==> src/rtl/systolic_ctrl_nxn.sv <==
// ---------------------------------------------------------------------------
// systolic_ctrl_nxn
//   Feeder/sequencer for an external NxN output-stationary systolic array.
//   On a start handshake it captures A, B and the job mode. It then drives
//   row/column operand streams, skewed one cycle per lane, into the array,
//   along with array clear/enable. It raises done once the array result is
//   valid.
//
// Ports
//   i_clk      clock, rising edge
//   i_rst_n    synchronous active-low reset
//   i_start    job request, accepted only in IDLE or DONE
//   i_mode     0 = overwrite (clear accumulators), 1 = accumulate
//   i_abort    cancel the current job (ignored in IDLE)
//   i_A, i_B   NxN operand matrices, element [r][c] at bits (r*N+c)*W +: W
//   o_a_feed   row lanes, lane r at bits r*W +: W
//   o_b_feed   column lanes, lane c at bits c*W +: W
//   o_arr_en   array enable
//   o_clr      one-cycle accumulator clear
//   o_busy     job in progress
//   o_done     result valid, held in DONE
// ---------------------------------------------------------------------------
module systolic_ctrl_nxn #(
  parameter int W         = 32,
  parameter int N         = 3,
  parameter int ARRAY_LAT = 1
) (
  input  logic             i_clk,
  input  logic             i_rst_n,
  input  logic             i_start,
  input  logic             i_mode,
  input  logic             i_abort,
  input  logic [W*N*N-1:0] i_A,
  input  logic [W*N*N-1:0] i_B,
  output logic [W*N-1:0]   o_a_feed,
  output logic [W*N-1:0]   o_b_feed,
  output logic             o_arr_en,
  output logic             o_clr,
  output logic             o_busy,
  output logic             o_done
);

  // state | meaning
  // IDLE  | no job, waiting for start
  // CLEAR | one cycle, accumulator clear unless accumulating
  // FEED  | N cycles, step k injects column k of A / row k of B
  // DRAIN | 2N-2+ARRAY_LAT cycles, skew lines flush and array settles
  // DONE  | result valid, waits for start or abort
  localparam logic [2:0] S_IDLE  = 3'd0;
  localparam logic [2:0] S_CLEAR = 3'd1;
  localparam logic [2:0] S_FEED  = 3'd2;
  localparam logic [2:0] S_DRAIN = 3'd3;
  localparam logic [2:0] S_DONE  = 3'd4;

  localparam int DRAIN_LEN = 2 * N - 2 + ARRAY_LAT;
  localparam int CW        = $clog2(2 * N + ARRAY_LAT + 1);
  // Lane j owns j+1 stages (input stage plus j delay stages, last one drives
  // the output), packed triangularly so that no stage is unused.
  localparam int NSTG      = (N * (N + 1)) / 2;

  localparam logic [CW-1:0] FEED_LOAD  = CW'(N - 1);
  localparam logic [CW-1:0] DRAIN_LOAD = CW'((DRAIN_LEN > 0) ? DRAIN_LEN - 1 : 0);

  function automatic int lane_base(input int r);
    return (r * (r + 1)) / 2;
  endfunction

  logic [2:0]    state, state_d;
  logic [CW-1:0] cnt, cnt_d;
  logic          take_job;
  logic          abort_hit;
  logic          busy_d;
  int            k_d;

  logic [W-1:0]  a_q  [N][N];
  logic [W-1:0]  b_q  [N][N];
  logic [W-1:0]  a_in [N];
  logic [W-1:0]  b_in [N];
  logic [W-1:0]  a_sk [NSTG];
  logic [W-1:0]  b_sk [NSTG];

  assign abort_hit = i_abort && (state != S_IDLE);

  // Next-state and down-counter. The counter is reloaded on every state
  // entry and only decremented toward its terminal count of zero.
  always_comb begin
    state_d  = state;
    cnt_d    = cnt;
    take_job = 1'b0;
    case (state)
      S_IDLE: begin
        if (i_start) begin
          state_d  = S_CLEAR;
          cnt_d    = '0;
          take_job = 1'b1;
        end
      end
      S_CLEAR: begin
        if (i_abort) begin
          state_d = S_IDLE;
          cnt_d   = '0;
        end else begin
          state_d = S_FEED;
          cnt_d   = FEED_LOAD;
        end
      end
      S_FEED: begin
        if (i_abort) begin
          state_d = S_IDLE;
          cnt_d   = '0;
        end else if (cnt == '0) begin
          if (DRAIN_LEN > 0) begin
            state_d = S_DRAIN;
            cnt_d   = DRAIN_LOAD;
          end else begin
            state_d = S_DONE;
            cnt_d   = '0;
          end
        end else begin
          cnt_d = cnt - CW'(1);
        end
      end
      S_DRAIN: begin
        if (i_abort) begin
          state_d = S_IDLE;
          cnt_d   = '0;
        end else if (cnt == '0) begin
          state_d = S_DONE;
          cnt_d   = '0;
        end else begin
          cnt_d = cnt - CW'(1);
        end
      end
      S_DONE: begin
        // abort wins over a simultaneous start
        if (i_abort) begin
          state_d = S_IDLE;
          cnt_d   = '0;
        end else if (i_start) begin
          state_d  = S_CLEAR;
          cnt_d    = '0;
          take_job = 1'b1;
        end
      end
      default: begin
        state_d = S_IDLE;
        cnt_d   = '0;
      end
    endcase
  end

  assign busy_d = (state_d == S_CLEAR) || (state_d == S_FEED) || (state_d == S_DRAIN);

  // Values entering the skew lines on the coming edge. In FEED the step
  // index is counted up from the down-counter: k = N-1-cnt.
  always_comb begin
    k_d = (N - 1) - int'(cnt_d);
    for (int r = 0; r < N; r++) begin
      a_in[r] = '0;
      b_in[r] = '0;
      if (state_d == S_FEED) begin
        for (int kk = 0; kk < N; kk++) begin
          if (kk == k_d) begin
            a_in[r] = a_q[r][kk];
            b_in[r] = b_q[kk][r];
          end
        end
      end
    end
  end

  // Operand capture at the accepting edge; inputs are don't-care afterwards.
  always_ff @(posedge i_clk) begin
    if (take_job) begin
      for (int r = 0; r < N; r++) begin
        for (int c = 0; c < N; c++) begin
          a_q[r][c] <= i_A[(r * N + c) * W +: W];
          b_q[r][c] <= i_B[(r * N + c) * W +: W];
        end
      end
    end
  end

  // Control state and registered flags. The clear pulse is decided at the
  // accepting edge, so it uses the incoming mode directly.
  always_ff @(posedge i_clk) begin
    if (!i_rst_n) begin
      state    <= S_IDLE;
      cnt      <= '0;
      o_busy   <= 1'b0;
      o_arr_en <= 1'b0;
      o_clr    <= 1'b0;
      o_done   <= 1'b0;
    end else begin
      state    <= state_d;
      cnt      <= cnt_d;
      o_busy   <= busy_d;
      o_arr_en <= busy_d;
      o_clr    <= take_job && !i_mode;
      o_done   <= (state_d == S_DONE);
    end
  end

  // Skew delay lines. Zeros are injected outside FEED, so DRAIN flushes them.
  always_ff @(posedge i_clk) begin
    if (!i_rst_n || abort_hit) begin
      for (int s = 0; s < NSTG; s++) begin
        a_sk[s] <= '0;
        b_sk[s] <= '0;
      end
    end else begin
      for (int r = 0; r < N; r++) begin
        a_sk[lane_base(r)] <= a_in[r];
        b_sk[lane_base(r)] <= b_in[r];
        for (int i = 1; i <= r; i++) begin
          a_sk[lane_base(r) + i] <= a_sk[lane_base(r) + i - 1];
          b_sk[lane_base(r) + i] <= b_sk[lane_base(r) + i - 1];
        end
      end
    end
  end

  always_comb begin
    o_a_feed = '0;
    o_b_feed = '0;
    for (int r = 0; r < N; r++) begin
      o_a_feed[r * W +: W] = a_sk[lane_base(r) + r];
      o_b_feed[r * W +: W] = b_sk[lane_base(r) + r];
    end
  end

endmodule

==> config.mk <==
export PLATFORM = sky130hd
export DESIGN_NAME = systolic_ctrl_nxn
export DESIGN_NICKNAME = d
export VERILOG_FILES = /design/src/rtl/systolic_ctrl_nxn.sv
export SDC_FILE = /design/constraint.sdc
export NUM_CORES = 1
export LEC_CHECK = 0
export CAP_MARGIN = 20
export CORE_AREA = 2 2 300 302
export CTS_BUF_LIST = sky130_fd_sc_hd__clkbuf_8
export DETAILED_ROUTE_END_ITERATION = 12
export DIE_AREA = 0 0 302 304
export MAX_ROUTING_LAYER = met4
export PLACE_DENSITY = 0.71
export SLEW_MARGIN = 20
export SYNTH_ARGS = -nofsm -noshare
export SYNTH_HDL_FRONTEND = slang
export SYNTH_SLANG_ARGS = --single-unit
==> constraint.sdc <==
create_clock -name i_clk -period 44.8 [get_ports i_clk]
set_input_delay 4.48 -clock i_clk [delete_from_list [all_inputs] [get_ports i_clk]]
set_output_delay 4.48 -clock i_clk [all_outputs]
set_load 0.1 [all_outputs]
Word-level counts from Yosys, hierarchy flattened

Memories as Yosys holds them, arrays and structs flattened.
Index checks and enable logic that the tools add are counted.

Memories kept: 4
Bits in latches: 0
Bits of input ports: 581
Memory bits (read-only): 0
Flip-flop bits (word level): 9
RAM bits: 960
Output and inout bits: 196
Logic and storage cells: 103

Bitwise gates (word level): 12
Order comparisons: 0
$add $sub $neg: 2
Reduce and logical (&&, ||, !) cells: 11
Equal/unequal tests: 10
Shifts and indexed selects: 0
Multiply operators: 0
Multiplexer cells: 59
Div/mod/pow operators: 0

Memory list:

| name | words | width | read ports | clocked after Yosys merged registers in | write ports | RTL line | source |
|---|---|---|---|---|---|---|---|
| a_q  | 3     | 96    | 3          | 0                                       | 3           | 75       | `logic [W-1:0] a_q [N][N];` |
| b_q  | 3     | 96    | 3          | 0                                       | 3           | 76       | `logic [W-1:0] b_q [N][N];` |
| a_sk | 6     | 32    | 6          | 0                                       | 6           | 79       | `logic [W-1:0] a_sk [NSTG];` |
| b_sk | 6     | 32    | 6          | 0                                       | 6           | 80       | `logic [W-1:0] b_sk [NSTG];` |

Operators with widths:

| operator              | count |
|---|---|
| $mux W32              | 36 |
| $mux W3               | 12 |
| $logic_not A32 Y1     | 1 |
| $pmux W3 S5           | 2 |
| $eq A3 B2 Y1 const B  | 4 |
| $or A1 B1 Y1          | 12 |
| $mux W1               | 7 |
| $eq A3 B1 Y1 const B  | 2 |
| $eq A3 B3 Y1 const B  | 2 |
| $logic_not A3 Y1      | 2 |
| $eq A2 B4 Y1 const A  | 1 |
| $eq A3 B4 Y1 const A  | 1 |
| $sub A2 B3 Y4 const A | 1 |
| $logic_or A1 B1 Y1    | 3 |
| $reduce_bool A3 Y1    | 1 |
| $sub A3 B1 Y3 const B | 1 |
| $logic_and A1 B1 Y1   | 2 |
| $logic_not A1 Y1      | 2 |
| $mux W2               | 1 |
| $pmux W1 S2           | 1 |

Logic depth before layout (Yosys ltp)

Gate-level depths: netlist of the first run.

Word-level depth: 11
Gate-level depth with buffers: 10
Gate-level depth less buffers: 8

Least setup slack after synthesis of the first run

Ideal clock, no wire load.

Path type: input-to-reg
From: input port i_abort
To: memory a_q[0][0] in the netlist's numbering (enable)
Arrival: 32.285 ns
Path buffers: 1
Cell stages on the path: 2
Library setup time: 1.714 ns
Data required time: 43.086 ns
Setup slack: 10.802 ns
Path through: clkbuf_1 > a21oi_1

RTL lines:

| element            | RTL line | source |
|---|---|---|
| start: declaration | 32       | `input logic i_abort,` |
| end: declaration   | 75       |  |

==> out/qor.csv, run 1 <==
stage,metric,value,unit
sta,setup violators final,0,
clock_tree,CTS sink cnt,969,
flow_run,maxcap violations,0,
logic_synthesis,Synth async-reset ratio,0,%
placement,placed cell count,3585,
route,vias,18725,
worst_setup_path,Worst R2R Path Depth,7,
grt,largest net degree at the start of global routing,198,
route,length of the first detailed-routing pass in iterations,5,
clock_tree,clock slew at reported path FFs,0.06,ns
logic_synthesis,Mapped Cells,1842,
die,Die Y,304,um
worst_setup_path,Critical Path AT,9.08,ns
cells_and_area,Final nets,3152,
clock_tree,CTS tree,built,
sta,Max-Slew Margin vs Limit,20.4,%
route,1st-iter DRT viols,1265,
logic_synthesis,synthesized area,33200,sq um
sta,fin crit period,8.39,ns
route,number of routed nets with antenna violations,0,
worst_setup_path,source of the critical timing path,i_abort,
worst_setup_path,Setup crit end kind,register,
logic_synthesis,yosys warns,0,
power_and_ir_drop,PD cells,43.4,nW/um^2
die,core area,89000,sq um
placement,routability congestion estimate,0.872,
worst_setup_path,CP Class,in -> reg,
min_path,WHS Endpoint,a_sk[0][47],
clock_tree,post_cts resized,0,
die,IO Pins,777,
clock_tree,Root Buffer,clkbuf_8,
logic_synthesis,Netlist cell types,47,
grt,global-route wire length before repair,123000,um
route,Via density,4.80,
cells_and_area,Syn-to-layout area delta,32.9,%
die,die area,91800,sq um
sta,Max Clk Rate,119,MHz
min_path,hold path cells,1,
worst_setup_path,Reg-to-Reg Start,state[2],
grt,GR Overflow Total,0,
die,Die X,302,um
logic_synthesis,"top cells by area, synth","edfxtp_1 52%, dfxtp_1 24%, a32o_2 6.4%, mux2_4 4.5%, and3_1 3.7%",
cells_and_area,layout cells sized above 1,23.2,%
worst_setup_path,Worst R2R Setup Slack,40.15,ns
grt,initial antenna violation count,25,
grt,vias in the first global route,20254,
sta,Final Hold Fails,0,
sta,Final TNS setup,0,ns
logic_synthesis,Post-synth EDFFs,576,
power_and_ir_drop,VDD IR-drop max,0.0000275,V
logic_synthesis,share of the yosys chip area belonging to registers,75.7,%
worst_setup_path,"Req. time, crit path",45.49,ns
placement,placed instance area,40900,sq um
logic_synthesis,largest area contributor in the netlist,edfxtp_1,
clock_tree,clock buffer count from CTS,157,
placement,quantity of I/O buffers inserted on ports,776,
sta,fin crit share,18.7,%
logic_synthesis,Yosys top cell area share,52.0,%
sta,Worst Tran Pin Value,1.19,ns
logic_synthesis,"Top FF cell, synth",edfxtp_1,
die,Std-Cell Rows,110,
worst_setup_path,Worst setup SP type,input port,
logic_synthesis,post-synthesis register bit count,969,
sta,clk_skew,0.0337,ns
logic_synthesis,Post-Syn Nets,2425,
clock_tree,clock latency on the worst-skew pair,0.81,ns
cells_and_area,count of filler cells inserted in the layout,7313,
clock_tree,"Hold-fix buffers, CTS",0,
clock_tree,CTS H-tree lvls,4,
min_path,hold crit path type,reg -> reg,
route,routed len/inst,21.6,um
worst_setup_path,reg-to-reg critical path endpoint,b_sk[0][19],
clock_tree,post-CTS setup buffers,0,
route,routed wire length,84500,um
min_path,HP Start,a_q[1][47],
outcome,status,completed,
sta,unrepaired setup endpoints after global routing,no,
grt,Tot GR Track Use,18.4,%
clock_tree,clk buf depth,3,
cells_and_area,Non-Filler Instances,3905,
die,Initial Util,37.3,%
route,Residual DRC,0,
cells_and_area,fin area,44200,sq um
placement,DP HPWL,54300,um
logic_synthesis,synthesized area per cell,18.0,sq um
sta,fin. max-slew vios,0,
worst_setup_path,CP max FO,59,
power_and_ir_drop,leak pwr,0.0178,uW
worst max path at each step:
stage | endpoint | slack (ns) | cells after the start
after floorplan | a_q[0][0] | 10.80 | 2
after global routing | b_sk[0][19] | 36.30 | 8
final | b_sk[0][19] | 36.41 | 8
after detailed placement | b_sk[0][19] | 35.60 | 8
after global placement | b_sk[0][19] | 35.75 | 8
after CTS | b_sk[0][19] | 36.51 | 8
per-layer routing:
metal	global-route usage [%]	share of wire (%)	wire length (um)
met5	-	0	0
met4	8.19	2.8	2370
met3	6.28	8.2	6950
met2	30.9	52	43700
met1	19.5	37	31500
stage by stage:
stage	utilization, %	setup WS [ns]	hold slack (ns)	total power [uW]
3_3_place_gp	46.0	35.75	0.438	1180
5_1_grt	49.6	36.30	0.438	1990
2_1_floorplan	-	10.80	0.435	1160
6_report	49.6	36.41	0.442	1920
4_1_cts	49.5	36.51	0.435	1940
3_5_place_dp	46.0	35.60	0.443	1190
cell usage in the layout (no fill, tap or decap), drive strengths merged, types with 3 or more instances in the layout:
cell type      count
and3             195
nor2               7
nand2              6
nor3               5
a21oi              3
clkbuf           183
mux2             191
dfxtp            393
buf               23
nand3              3
o21ai              3
nor4b              3
diode             24
clkinvlp           6
bufinv             5
clkdlybuf4s50    774
inv               73
a31oi              3
a32o             191
edfxtp           576
nor3b              4
clkinv            35
cells in the mapped netlist (3+ instances only):
master	number
a21oi_1	3
a31oi_1	3
a32o_2	190
and3_1	195
buf_12	21
buf_2	10
buf_4	98
buf_6	21
clkbuf_1	79
dfxtp_1	393
edfxtp_1	576
inv_1	7
mux2_1	4
mux2_2	87
mux2_4	100
nand2_1	6
nand3_1	3
nor2_1	6
nor3_1	3
nor3b_1	4
o21ai_0	3
report_power, final:
part	internal (uW)	total, uW	switching, uW
sequential	997	1010	12.9
clock	403	750	347
combinational	81.3	158	76.9
cells by family (layout without fill, tap and decap cells):
family / after synthesis / after routing / synth area share, %
mux: 191 / 191 / 7.60
simple gates: 234 / 234 / 4.43
buf+inv: 236 / 1099 / 5.31
other cells: 0 / 24 / 0
compound gates: 209 / 209 / 6.85
xor+xnor: 1 / 1 / 0.0264
fa+ha+maj: 2 / 2 / 0.0753
flops: 969 / 969 / 75.7
sequential cells by signal, indices dropped and copies added (netlist names):
name    flops
a_q       288
b_q       288
a_sk      192
b_sk      192
cnt         3
state       3
o_busy      1
o_clr       1
o_done      1
worst max-delay path, stage by stage:
cell	delay (ns)
clkdlybuf4s50_1	0.82
nand2_1	0.17
nand4_1	0.21
and2_4	0.70
buf_4	0.88
buf_4	0.89
mux2_2	0.42
a32o_2	0.26
final cells by class:
cell class	instances	area (sq um)	area share, %
sequential	969	25200	57.0
timing repair buffer	797	7960	18.0
multi-input combinational	637	6350	14.4
clock buffer	183	2520	5.70
tap	1176	1470	3.33
clock inverter	112	642	1.45
antenna	24	60.1	0.136
inverter	7	26.3	0.0595
(Power assumes the default switching activity.)
==> run 2: changes to the inputs <==
Settings changed: PLACE_DENSITY 0.71 to 0.73.
Clock period 44.8 ns to 7.2 ns, I/O delays scaled along.
==> out/qor.csv, run 2 (same netlist as run 1, synthesis figures left out) <==
stage,metric,value,unit,change
outcome,status,completed,,unchanged
clock_tree,CTS H-tree lvls,4,,unchanged
clock_tree,clock latency on the worst-skew pair,0.82,ns,was 0.81 ns
route,routed wire length,85600,um,was 84500 um
power_and_ir_drop,VDD IR-drop max,0.000215,V,was 0.0000275 V
worst_setup_path,Slowest Stage Delay on Critical Path,0.74,ns,was 0.89 ns
cells_and_area,Final nets,3151,,was 3152
flow_run,maxcap violations,0,,unchanged
sta,fin crit period,3.66,ns,
cells_and_area,Syn-to-layout area delta,32.7,%,was 32.9%
die,core area,89000,sq um,unchanged
power_and_ir_drop,PD cells,268,nW/um^2,was 43.4 nW/um^2
sta,fin. max-slew vios,0,,unchanged
grt,met2 Track Usage GR,31.1,%,was 30.9%
die,Die Y,304,um,unchanged
route,routed len/inst,22.0,um,was 21.6 um
die,Die X,302,um,unchanged
die,Std-Cell Rows,110,,unchanged
worst_setup_path,Critical Path AT,4.39,ns,was 9.08 ns
sta,Final TNS setup,0,ns,unchanged
clock_tree,"Hold-fix buffers, CTS",0,,unchanged
grt,global-route wire length before repair,125000,um,was 123000 um
worst_setup_path,"Req. time, crit path",7.93,ns,was 45.49 ns
sta,unrepaired setup endpoints after global routing,no,,unchanged
worst_setup_path,Worst setup SP type,register,,was input port
grt,M1 GR Usage,20.1,%,was 19.5%
min_path,hold crit path type,in -> reg,,was reg -> reg
die,die area,91800,sq um,unchanged
sta,fin crit share,50.9,%,
clock_tree,clock buffer count from CTS,157,,unchanged
placement,routability congestion estimate,0.853,,was 0.872
placement,dpl ws,3.02,ns,was 35.60 ns
worst_setup_path,Worst R2R Path Depth,10,,was 7
route,Via density,4.82,,was 4.80
worst_setup_path,crit-path leading delay family,buffers and inverters,,unchanged
clock_tree,clock slew at reported path FFs,0.06,ns,about the same
route,length of the first detailed-routing pass in iterations,5,,unchanged
die,Initial Util,37.3,%,unchanged
grt,GRT busiest layer,met2,,unchanged
route,number of routed nets with antenna violations,0,,unchanged
min_path,hold path cells,2,,was 1
route,1st-iter DRT viols,1554,,was 1265
cells_and_area,"commonest non-fill, non-tap cell in the layout",clkdlybuf4s50_1,,unchanged
worst_setup_path,Reg-to-Reg Start,cnt[0],,was state[2]
worst_setup_path,reg-to-reg critical path endpoint,a_sk[0][105],,was b_sk[0][19]
worst_setup_path,worst path buffer plus inverter count,3,,unchanged
cells_and_area,fin area,44100,sq um,was 44200 sq um
grt,GR Overflow Total,0,,unchanged
sta,Final Hold Fails,0,,unchanged
worst_setup_path,Worst R2R Setup Slack,3.54,ns,was 40.15 ns
cells_and_area,Top Registers,"a_q (288), b_q (288)",,unchanged
clock_tree,clk buf depth,3,,unchanged
placement,quantity of I/O buffers inserted on ports,776,,unchanged
sta,Max Clk Rate,273,MHz,
grt,Tot GR Track Use,18.7,%,was 18.4%
clock_tree,Root Buffer,clkbuf_8,,unchanged
sta,WHS,0.404,ns,was 0.442 ns
sta,setup violators final,0,,unchanged
clock_tree,post-CTS setup buffers,0,,unchanged
die,IO Pins,777,,unchanged
power_and_ir_drop,leak pwr,0.0178,uW,about the same
min_path,HP Start,i_rst_n,,was a_q[1][47]
clock_tree,CTS tree,built,,unchanged
placement,placed instance area,41000,sq um,was 40900 sq um
route,Residual DRC,0,,unchanged
sta,Worst Tran Pin Value,1.14,ns,was 1.19 ns
worst_setup_path,Critical-path top delay cell,buf_4,,unchanged
sta,clk_skew,0.0427,ns,was 0.0337 ns
placement,DP HPWL,55800,um,was 54300 um
grt,initial antenna violation count,13,,was 25
worst_setup_path,CP max FO,67,,was 59
clock_tree,post_cts resized,0,,unchanged
worst_setup_path,Worst path most repeated cell,buf_4,,unchanged
worst_setup_path,Setup crit end kind,register,,unchanged
cells_and_area,count of filler cells inserted in the layout,7239,,was 7313
worst_setup_path,CP Class,reg -> reg,,was in -> reg
sta,Max-Slew Margin vs Limit,24.3,%,was 20.4%
clock_tree,CTS sink cnt,969,,unchanged
grt,largest net degree at the start of global routing,177,,was 198
cells_and_area,layout cells sized above 1,23.1,%,was 23.2%
power_and_ir_drop,Final Total Pwr,11800,uW,was 1920 uW
worst_setup_path,"critical path, cell by cell","or2_2, inv_1, ha_1, xor2_1, a211oi_1, nand4_1, nor3_4, buf_4, buf_4, a32o_2",,"was clkdlybuf4s50_1, nand2_1, nand4_1, and2_4, buf_4, buf_4, mux2_2, a32o_2"
cells_and_area,most frequent cells in the layout,"774 x clkdlybuf4s50_1, 576 x edfxtp_1, 393 x dfxtp_1, 195 x and3_1, 190 x a32o_2",,unchanged
route,vias,18745,,was 18725
grt,vias in the first global route,20107,,was 20254
min_path,WHS Endpoint,b_sk[2][17],,was a_sk[0][47]
grt,met3 usage,7.02,%,was 6.28%
sta,final worst slack,3.54,ns,was 36.41 ns
## run 2: report_power, final
group	leakage (uW)	internal [uW]	switching, uW
Clock	0.00175	2330	2200
Combinational	0.00736	509	478
Sequential	0.00867	6200	90.9
Total	0.0178	9040	2770
## run 2: worst max path at each step
stage               startpoint           end  slack, ns  cells after the start
CTS                     cnt[0]  a_sk[0][108]       3.58                     10
finish                  cnt[0]  a_sk[0][105]       3.54                     10
floorplan              i_abort     a_q[0][0]      -3.52                      2
global placement       i_abort   a_sk[0][61]       3.12                      8
detailed placement     i_abort   a_sk[0][61]       3.02                      8
global route            cnt[0]  a_sk[0][108]       3.33                     10
## run 2: area by class of cell
type	count	area (sq um)	area share, %
repair buffers	796	8030	18.2
diodes	14	35.0	0.0794
inverters	7	26.3	0.0596
well taps	1176	1470	3.34
clock inverters	122	674	1.53
flip-flops and latches	969	25200	57.1
clock buffers	171	2350	5.34
multi-input cells	637	6350	14.4
## run 2: metal layers
layer,wire (um),vias up
met5,0,-
met4,2640,0
met3,7810,177
met2,43100,835
met1,32000,9204
li1,-,8529
## run 2: through the flow
| step | std cells | utilization [%] |
|---|---|---|
| 2_1_floorplan | 1842 | - |
| 3_3_place_gp | 3584 | 46.1 |
| 3_5_place_dp | 3584 | 46.1 |
| 4_1_cts | 3877 | 49.5 |
| 5_1_grt | 3890 | 49.5 |
| 6_report | 3892 | 49.5 |
==> run 3: changes to the inputs <==
Settings changed: PLACE_DENSITY 0.73 to 0.71.
Clock period 7.2 ns to 3.45 ns, I/O delays scaled along.
==> out/qor.csv, run 3 (same netlist as run 1, synthesis figures left out) <==
stage,metric,value,unit,change
outcome,status,completed,,unchanged
route,length of the first detailed-routing pass in iterations,5,,unchanged
sta,Max Clk Rate,343,MHz,was 273 MHz
route,number of routed nets with antenna violations,0,,unchanged
worst_setup_path,Setup crit end kind,register,,unchanged
sta,setup violators final,0,,unchanged
sta,Worst Tran Pin Value,1.11,ns,was 1.14 ns
clock_tree,clock latency on the worst-skew pair,0.83,ns,was 0.82 ns
power_and_ir_drop,PD cells,531,nW/um^2,was 268 nW/um^2
cells_and_area,Non-Filler Instances,4323,,was 3892
grt,largest net degree at the start of global routing,103,,was 177
cells_and_area,layout cells sized above 1,21.3,%,was 23.1%
worst_setup_path,Critical-path top delay cell,a211oi_1,,was buf_4
die,Die Y,304,um,unchanged
cells_and_area,"commonest non-fill, non-tap cell in the layout",clkdlybuf4s50_1,,unchanged
cells_and_area,fin area,48800,sq um,was 44100 sq um
clock_tree,clock buffer count from CTS,158,,was 157
clock_tree,CTS tree,built,,unchanged
placement,placed cell count,3615,,was 3584
worst_setup_path,"Req. time, crit path",4.21,ns,was 7.93 ns
route,routed len/inst,22.0,um,about the same
grt,vias in the first global route,23094,,was 20107
die,core area,89000,sq um,unchanged
sta,Final TNS setup,0,ns,unchanged
route,Via density,4.85,,was 4.82
worst_setup_path,CP max FO,84,,was 67
route,vias,20946,,was 18745
grt,GR Overflow Total,0,,unchanged
clock_tree,CTS H-tree lvls,4,,unchanged
placement,placed instance area,41500,sq um,was 41000 sq um
clock_tree,post_cts resized,0,,unchanged
sta,fin crit period,2.92,ns,was 3.66 ns
sta,fin crit share,84.6,%,was 50.9%
cells_and_area,most frequent cells in the layout,"763 x clkdlybuf4s50_1, 576 x edfxtp_1, 398 x dlygate4sd3_1, 393 x dfxtp_1, 195 x and3_1",,"was 774 x clkdlybuf4s50_1, 576 x edfxtp_1, 393 x dfxtp_1, 195 x and3_1, 190 x a32o_2"
worst_setup_path,"critical path, cell by cell","or2_2, inv_1, ha_1, xor2_1, a211oi_1, nand4_1, nor3_4, buf_12, a32o_2",,"was or2_2, inv_1, ha_1, xor2_1, a211oi_1, nand4_1, nor3_4, buf_4, buf_4, a32o_2"
flow_run,maxcap violations,0,,unchanged
die,Std-Cell Rows,110,,unchanged
min_path,hold crit path type,in -> reg,,unchanged
grt,Tot GR Track Use,20.8,%,was 18.7%
clock_tree,CTS sink cnt,969,,unchanged
clock_tree,post-CTS setup buffers,0,,unchanged
route,Residual DRC,0,,unchanged
cells_and_area,Final nets,3580,,was 3151
sta,fin. max-slew vios,0,,unchanged
route,1st-iter DRT viols,1402,,was 1554
worst_setup_path,Worst R2R Setup Slack,0.53,ns,was 3.54 ns
placement,routability congestion estimate,0.849,,was 0.853
cells_and_area,Top Registers,"a_q (288), b_q (288)",,unchanged
power_and_ir_drop,VDD IR-drop max,0.000429,V,was 0.000215 V
worst_setup_path,Worst setup SP type,register,,unchanged
grt,global-route wire length before repair,139000,um,was 125000 um
placement,quantity of I/O buffers inserted on ports,776,,unchanged
power_and_ir_drop,leak pwr,0.0199,uW,was 0.0178 uW
route,routed wire length,95100,um,was 85600 um
clock_tree,"Hold-fix buffers, CTS",397,,was 0
worst_setup_path,Critical Path AT,3.68,ns,was 4.39 ns
grt,initial antenna violation count,13,,unchanged
clock_tree,clock slew at reported path FFs,0.07,ns,was 0.06 ns
sta,Max-Slew Margin vs Limit,25.8,%,was 24.3%
sta,unrepaired setup endpoints after global routing,no,,unchanged
worst_setup_path,CP Class,reg -> reg,,unchanged
placement,DP HPWL,57700,um,was 55800 um
worst_setup_path,Slowest Stage Delay on Critical Path,0.40,ns,was 0.74 ns
clock_tree,Root Buffer,clkbuf_8,,unchanged
sta,clk_skew,0.0405,ns,was 0.0427 ns
sta,Final Hold Fails,0,,unchanged
cells_and_area,Layout Utilization,54.8,%,was 49.5%
clock_tree,clk buf depth,3,,unchanged
die,Initial Util,37.3,%,unchanged
cells_and_area,count of filler cells inserted in the layout,6730,,was 7239
cells_and_area,Syn-to-layout area delta,46.7,%,was 32.7%
die,Die X,302,um,unchanged
die,IO Pins,777,,unchanged
die,die area,91800,sq um,unchanged
-- run 3: cell types whose count changed in the layout (fill, tap and decap cells not counted), sizes merged --
cell | before | now
buf | 21 | 63
bufinv | 3 | 7
clkbuf | 172 | 184
clkdlybuf4s50 | 774 | 763
clkinv | 51 | 19
clkinvlp | 4 | 5
diode | 14 | 13
dlygate4sd3 | 0 | 398
inv | 71 | 89
-- run 3: path summary, 6_finish.rpt --
path         cells after the start           to      start
min                              1   a_q[0][54]    i_A[54]
min reg2reg                      1   b_sk[3][5]  b_q[1][5]
max                              9  a_sk[0][28]     cnt[0]
max reg2reg                      9  a_sk[0][28]     cnt[0]
-- run 3: final cells by class --
type	count	area, sq um	share of cell area (%)
clock inverters	113	729	1.50
diodes	13	32.5	0.0667
clock buffers	184	2530	5.19
multi-input cells	637	6350	13.0
inverters	7	26.3	0.0539
well taps	1176	1470	3.02
flip-flops and latches	969	25200	51.6
repair buffers	1224	12500	25.5
-- run 3: critical path: cells and delay by family (launching register included) --
kind                       cells  cell delay [ns]
adders and majority gates      1             0.27
buffers and inverters          2             0.43
AOI/OAI and AO/OA              2             0.62
DFF                            1             0.38
and+or+nand+nor                3             0.86
xor gates and xnor gates       1             0.11
-- run 3: stage by stage --
stage | total power, uW | setup WS (ns) | hold WS (ns)
6_report | 25900 | 0.531 | 0.0820
5_1_grt | 26800 | 0.452 | 0.00638
4_1_cts | 26000 | 0.477 | 0.000400
3_5_place_dp | 15500 | 0.436 | 0.443
3_3_place_gp | 15400 | 0.479 | 0.439
2_1_floorplan | 14600 | -7.18 | 0.421
-- run 3: where the power goes --
group	internal [uW]	total (uW)	switching, uW	leakage, uW
registers	12900	13100	181	0.00867
clock network	5440	10200	4720	0.00192
logic	1420	2590	1170	0.00927
total	19800	25900	6070	0.0199
-- run 3: per-layer routing --
| metal | global-route usage (%) | part of all wire (%) | vias up |
|---|---|---|---|
| met5 | - | 0 | - |
| met4 | 9.11 | 3.9 | 0 |
| met3 | 6.46 | 7.7 | 201 |
| met2 | 35.5 | 51 | 953 |
| met1 | 22.1 | 37 | 10404 |
| li1 | - | - | 9388 |
